[src/rtl/uart_tx_arbiter.sv]
// Round-robin arbiter sharing one UART transmitter among N byte-stream requesters,
// with packet locking, a burst limit and a start-acknowledge timeout.
module uart_tx_arbiter #(
    parameter int N         = 4,
    parameter int BUSY_WAIT = 15,
    parameter int MAX_BURST = 16
) (
    input  logic           clk,
    input  logic           rst,
    input  logic [N-1:0]   req_valid,
    input  logic [8*N-1:0] req_data,
    input  logic [N-1:0]   req_last,
    output logic [N-1:0]   req_ready,
    output logic [N-1:0]   grant,
    output logic           tx_start,
    output logic [7:0]     tx_data,
    input  logic           tx_busy,
    output logic           active,
    output logic           timeout_err
);

    localparam int PW = (N > 1) ? $clog2(N) : 1;

    typedef enum logic [1:0] {
        IDLE,
        START,
        WAIT_BUSY,
        WAIT_DONE
    } state_t;

    state_t        state;
    logic [PW-1:0] rr_ptr;
    logic [PW-1:0] owner;
    logic          locked;
    logic          last_q;
    logic [7:0]    wait_cnt;
    logic [7:0]    burst_cnt;

    logic [7:0]    req_bytes [N];
    logic          sel_found;
    logic [PW-1:0] sel_idx;
    logic [PW-1:0] cand;
    logic [N-1:0]  sel_onehot;

    function automatic logic [PW-1:0] wrap_add(input logic [PW-1:0] base, input int unsigned off);
        int unsigned s;
        s = (32'(base) + off) % N;
        return s[PW-1:0];
    endfunction

    for (genvar g = 0; g < N; g++) begin : g_bytes
        assign req_bytes[g] = req_data[8*g +: 8];
    end

    // A locked owner is the only candidate; otherwise the scan runs backwards so the
    // requester closest to rr_ptr is the last one written and therefore wins.
    always_comb begin
        // NOTE: every variable gets a default first so no path leaves it unassigned (no latch).
        sel_found  = 1'b0;
        sel_idx    = '0;
        cand       = '0;
        sel_onehot = '0;
        if (!tx_busy) begin
            if (locked) begin
                sel_found = req_valid[owner];
                sel_idx   = owner;
            end else begin
                for (int k = N - 1; k >= 0; k--) begin
                    cand = wrap_add(rr_ptr, k);
                    if (req_valid[cand]) begin
                        sel_found = 1'b1;
                        sel_idx   = cand;
                    end
                end
            end
        end
        if (sel_found) sel_onehot[sel_idx] = 1'b1;
    end

    // NOTE: state and registered outputs use non-blocking assignments so every read sees pre-edge values.
    always_ff @(posedge clk) begin
        if (rst) begin
            state       <= IDLE;
            rr_ptr      <= '0;
            owner       <= '0;
            locked      <= 1'b0;
            last_q      <= 1'b0;
            wait_cnt    <= '0;
            burst_cnt   <= '0;
            req_ready   <= '0;
            grant       <= '0;
            tx_start    <= 1'b0;
            tx_data     <= 8'h00;
            active      <= 1'b0;
            timeout_err <= 1'b0;
        end else begin
            req_ready   <= '0;
            tx_start    <= 1'b0;
            timeout_err <= 1'b0;
            active      <= (state != IDLE);
            case (state)
                IDLE: begin
                    if (sel_found) begin
                        req_ready <= sel_onehot;
                        grant     <= sel_onehot;
                        tx_data   <= req_bytes[sel_idx];
                        owner     <= sel_idx;
                        last_q    <= req_last[sel_idx];
                        locked    <= 1'b1;
                        state     <= START;
                    end
                end
                START: begin
                    tx_start <= 1'b1;
                    wait_cnt <= '0;
                    state    <= WAIT_BUSY;
                end
                WAIT_BUSY: begin
                    if (tx_busy) begin
                        state <= WAIT_DONE;
                    end else if (wait_cnt == 8'(BUSY_WAIT)) begin
                        // Transmitter never acknowledged: drop the byte and move on.
                        timeout_err <= 1'b1;
                        locked      <= 1'b0;
                        burst_cnt   <= '0;
                        grant       <= '0;
                        rr_ptr      <= wrap_add(owner, 1);
                        state       <= IDLE;
                    end else begin
                        wait_cnt <= wait_cnt + 8'd1;
                    end
                end
                WAIT_DONE: begin
                    if (!tx_busy) begin
                        state <= IDLE;
                        if (last_q || (burst_cnt + 8'd1 == 8'(MAX_BURST))) begin
                            locked    <= 1'b0;
                            burst_cnt <= '0;
                            grant     <= '0;
                            rr_ptr    <= wrap_add(owner, 1);
                        end else begin
                            burst_cnt <= burst_cnt + 8'd1;
                        end
                    end
                end
                default: state <= IDLE;
            endcase
        end
    end

endmodule

[config.mk]
export PLATFORM = sky130hd
export DESIGN_NAME = uart_tx_arbiter
export DESIGN_NICKNAME = d
export VERILOG_FILES = /design/src/rtl/uart_tx_arbiter.sv
export SDC_FILE = /design/constraint.sdc
export NUM_CORES = 1
export LEC_CHECK = 0
export ABC_AREA = 0
export ABC_CLOCK_PERIOD_IN_PS = 2550
export CORE_MARGIN = 8
export CORE_UTILIZATION = 47
export CTS_CLUSTER_DIAMETER = 40
export DETAILED_ROUTE_END_ITERATION = 12
export MAX_ROUTING_LAYER = met4
export PLACE_DENSITY = 0.88
export SLEW_MARGIN = 20
export SYNTH_ARGS = -nofsm -noshare
export SYNTH_HDL_FRONTEND = slang
export SYNTH_SLANG_ARGS = --single-unit
export TNS_END_PERCENT = 50
[constraint.sdc]
create_clock -name clk -period 2.55 [get_ports clk]
set_clock_uncertainty 0.15 [all_clocks]
set_input_delay 0.51 -clock clk [delete_from_list [all_inputs] [get_ports clk]]
set_output_delay 0.51 -clock clk [all_outputs]
set_load 0.05 [all_outputs]
==> results.yml, run 1 <==
synth:
  ys_seq_area_frac: 0.398
  yosysUniqueCellTypes: 51
  syn_avg_cell_area_um2: 8.86
  synth_nets: 289
  syn-cell-area_mm2: 0.00216
  synth_edf_count: 0
  ys_ff_latch: 43
  syn-instance-count: 244
  synth_warnings: 0
  synth_flop_cell: "dfxtp_1"
  async_flop_share: 0
power_and_ir_drop:
  power.leakage_nw: 1.18
  p_int_w: 0.00122
  p_switching_w: 0.000505
  comb_power_share: 0.269
  ir_drop_mv: 0.330
  p_per_area_mw_per_mm2: 548
  switching_share: 0.293
  clock_power_share: 0.297
  power_w: 0.00172
  power_frac_seq: 0.434
global_routing:
  overflow: 0
  grt_first_pass_wirelength_um: 9670
  grt_start_max_net_pins: 24
  grt_pass1_vias: 2078
  antenna_found_initial: 0
  grt_usage: 0.167
cells_and_area:
  layout_commonest_cell: "clkdlybuf4s50_1"
  final_cell_mix: "clkdlybuf4s50_1 (60), dfxtp_1 (43), nor2_1 (32)"
  drive_gt1_frac: 0.143
  diodes: 0
  nets: 374
  final_area_mm2: 0.00314
  areaGrowthSynthToFinish_pct: 45.5
worst_hold_path:
  holdCritPathClass: "reg2reg"
worst_setup_path:
  path_cells: "clkdlybuf4s50_1 -> nor2_1 -> or4b_4 -> nand4b_2 -> buf_4 -> o21bai_1 -> buf_12 -> nor2_1 -> a21o_1"
  critPathMaxStageDelay_ns: 0.51
  worstPathMaxFanout: 12
  cpMostUsedCell: "nor2_1"
  cp_data_required_time_ns: 2.59
  arrival_ns: 2.51
  crit_slowest_cell: "or4b_4"
  cp-end-kind: "flop"
  cp-start-kind: "primary input"
  crit_type: "in2reg"
route:
  dr.pass1.iters: 4
  drc: 0
  viasPerCell: 5.57
  via_count: 2122
  ant_nets: 0
  drt_iter0_markers: 119
  wire_per_inst_um: 15.7
  wirelength_um: 5970
placement:
  gp_congestion: 0.805
  port_buffers: 61
  dpl.hpwl_um: 4540
  place_area_mm2: 0.00300
timing:
  rsz0062_at_grt: "no"
  fmax_ghz: 0.405
  slew-limit-headroom: 0.599
  hold_violations: 0
  finalSetupTns_ns: 0
  worst_slew_pin_slew_ns: 0.592
  setup_viol_count_final: 0
  slew_viol_final: 0
  period_share: 0.968
  fin_crit_ns: 2.47
cts:
  holdBufCountCts: 0
  clk_latency_ns: 0.29
  clk_pin_slew_ns: 0.08
  clk_path_buf_depth: 2
  cts_tree: "done"
  cts_max_level: 2
  cts.sink_count: 43
  cts_made_buffers: 5
  cts_root_buffer: "clkbuf_8"
die:
  dieHeight_um: 83.8
  rows: 24
  die-area_mm2: 0.00702
  core-area_mm2: 0.00438
  start_util: 0.493
  ios: 62
  die_w_um: 83.8
run_status:
  outcome: "finished clean"
flow_run:
  max_cap_viol_count: 0
## power groups by stage
stage	registers [W]	logic (W)	clock network, W
floorplan	0.000856	0.000144	0
global placement	0.000760	0.000445	0
detailed placement	0.000761	0.000453	0
CTS	0.000746	0.000459	0.000514
global route	0.000753	0.000493	0.000539
finish	0.000747	0.000464	0.000511
## synth_stat cells (all sizes together), types with 3 or more instances
library cell	number	area share
a211oi	4	0.014
a21o	3	0.010
a21oi	14	0.032
a22oi	5	0.017
a31oi	3	0.023
a32oi	4	0.016
and3	4	0.012
buf	3	0.011
clkbuf	5	0.0093
dfxtp	43	0.40
inv	11	0.019
mux2i	10	0.046
nand2	18	0.031
nand2b	11	0.032
nand3	7	0.016
nand4b	3	0.015
nor2	34	0.063
nor3	6	0.014
nor4	3	0.016
o211ai	5	0.024
o21ai	9	0.021
o221ai	5	0.020
o31ai	3	0.010
xnor2	6	0.024
## metrics by stage
stage               setup WS (ns)  hold WS, ns  utilization  instances
floorplan                   0.298        0.297            -        244
global placement           -0.381        0.280        0.684        373
detailed placement         -0.470        0.293        0.684        373
CTS                        0.0258        0.311        0.710        380
global route              0.00971        0.342        0.717        381
finish                     0.0818        0.306        0.717        381
## state kept, by name (all words and copies together), names as in the netlist, 2 cells and up
name and cells:
burst_cnt 8, grant 4, owner 2, req_ready 4, rr_ptr 2, state 2
tx_data 8, wait_cnt 8
## timing repair
| action | in CTS | in global routing |
|---|---|---|
| pin swaps | 0 | 1 |
| resized for setup | 3 | 6 |
| buffers inserted | 0 | 1 |
| endpoints found under the setup margin | 12 | 12 |
## cell families (layout without fill, tap and decap cells)
group,count (synthesis),count (layout),share of synthesized area
and+or+nand+nor,100,100,0.250
AOI/OAI and AO/OA,61,61,0.211
DFF,43,43,0.398
buffers and inverters,19,104,0.0394
muxes,11,11,0.0567
xor gates and xnor gates,8,8,0.0324
adders and majority gates,2,2,0.0116
## metal layers
layer	GRT usage	share of wire	vias up
li1	-	-	1052
met1	0.176	0.40	989
met2	0.286	0.52	63
met3	0.0371	0.042	18
met4	0.0863	0.037	0
met5	-	0	-
## area by class of cell
class | instances | area [um^2]
repair buffers | 86 | 826
clock buffers | 6 | 72.6
fillers | 296 | 1240
clock inverters | 1 | 30.0
multi-input cells | 182 | 1250
well taps | 52 | 65.1
flip-flops and latches | 43 | 861
inverters | 11 | 41.3
## worst max-delay path: cells and delay by family
family          cells  cell delay (ns)
simple gates        4             0.89
buf+inv             3             0.80
compound gates      2             0.29
## final timing paths
check | start | endpoint | slack (ns) | depth (start not counted)
worst max-delay path | req_valid[3] | grant[0] | 0.08 | 9
worst min-delay path | grant[1] | grant[1] | 0.31 | 2
worst max register to register | wait_cnt[4] | rr_ptr[1] | 0.29 | 7
worst min register to register | grant[1] | grant[1] | 0.31 | 2
Note: power is estimated with default switching activity, not from simulation.
==> run 2, diff against run 1 <==
Settings changed: CTS_CLUSTER_DIAMETER 40 to unset.
==> results of run 2 <==
Final layout, timing and power as in run 1 (identical DEF).
==> run 3, diff against run 2 <==
Settings changed: GPL_ROUTABILITY_DRIVEN set to 0.
==> results of run 3 <==
Final layout, timing and power as in run 1 (identical DEF).
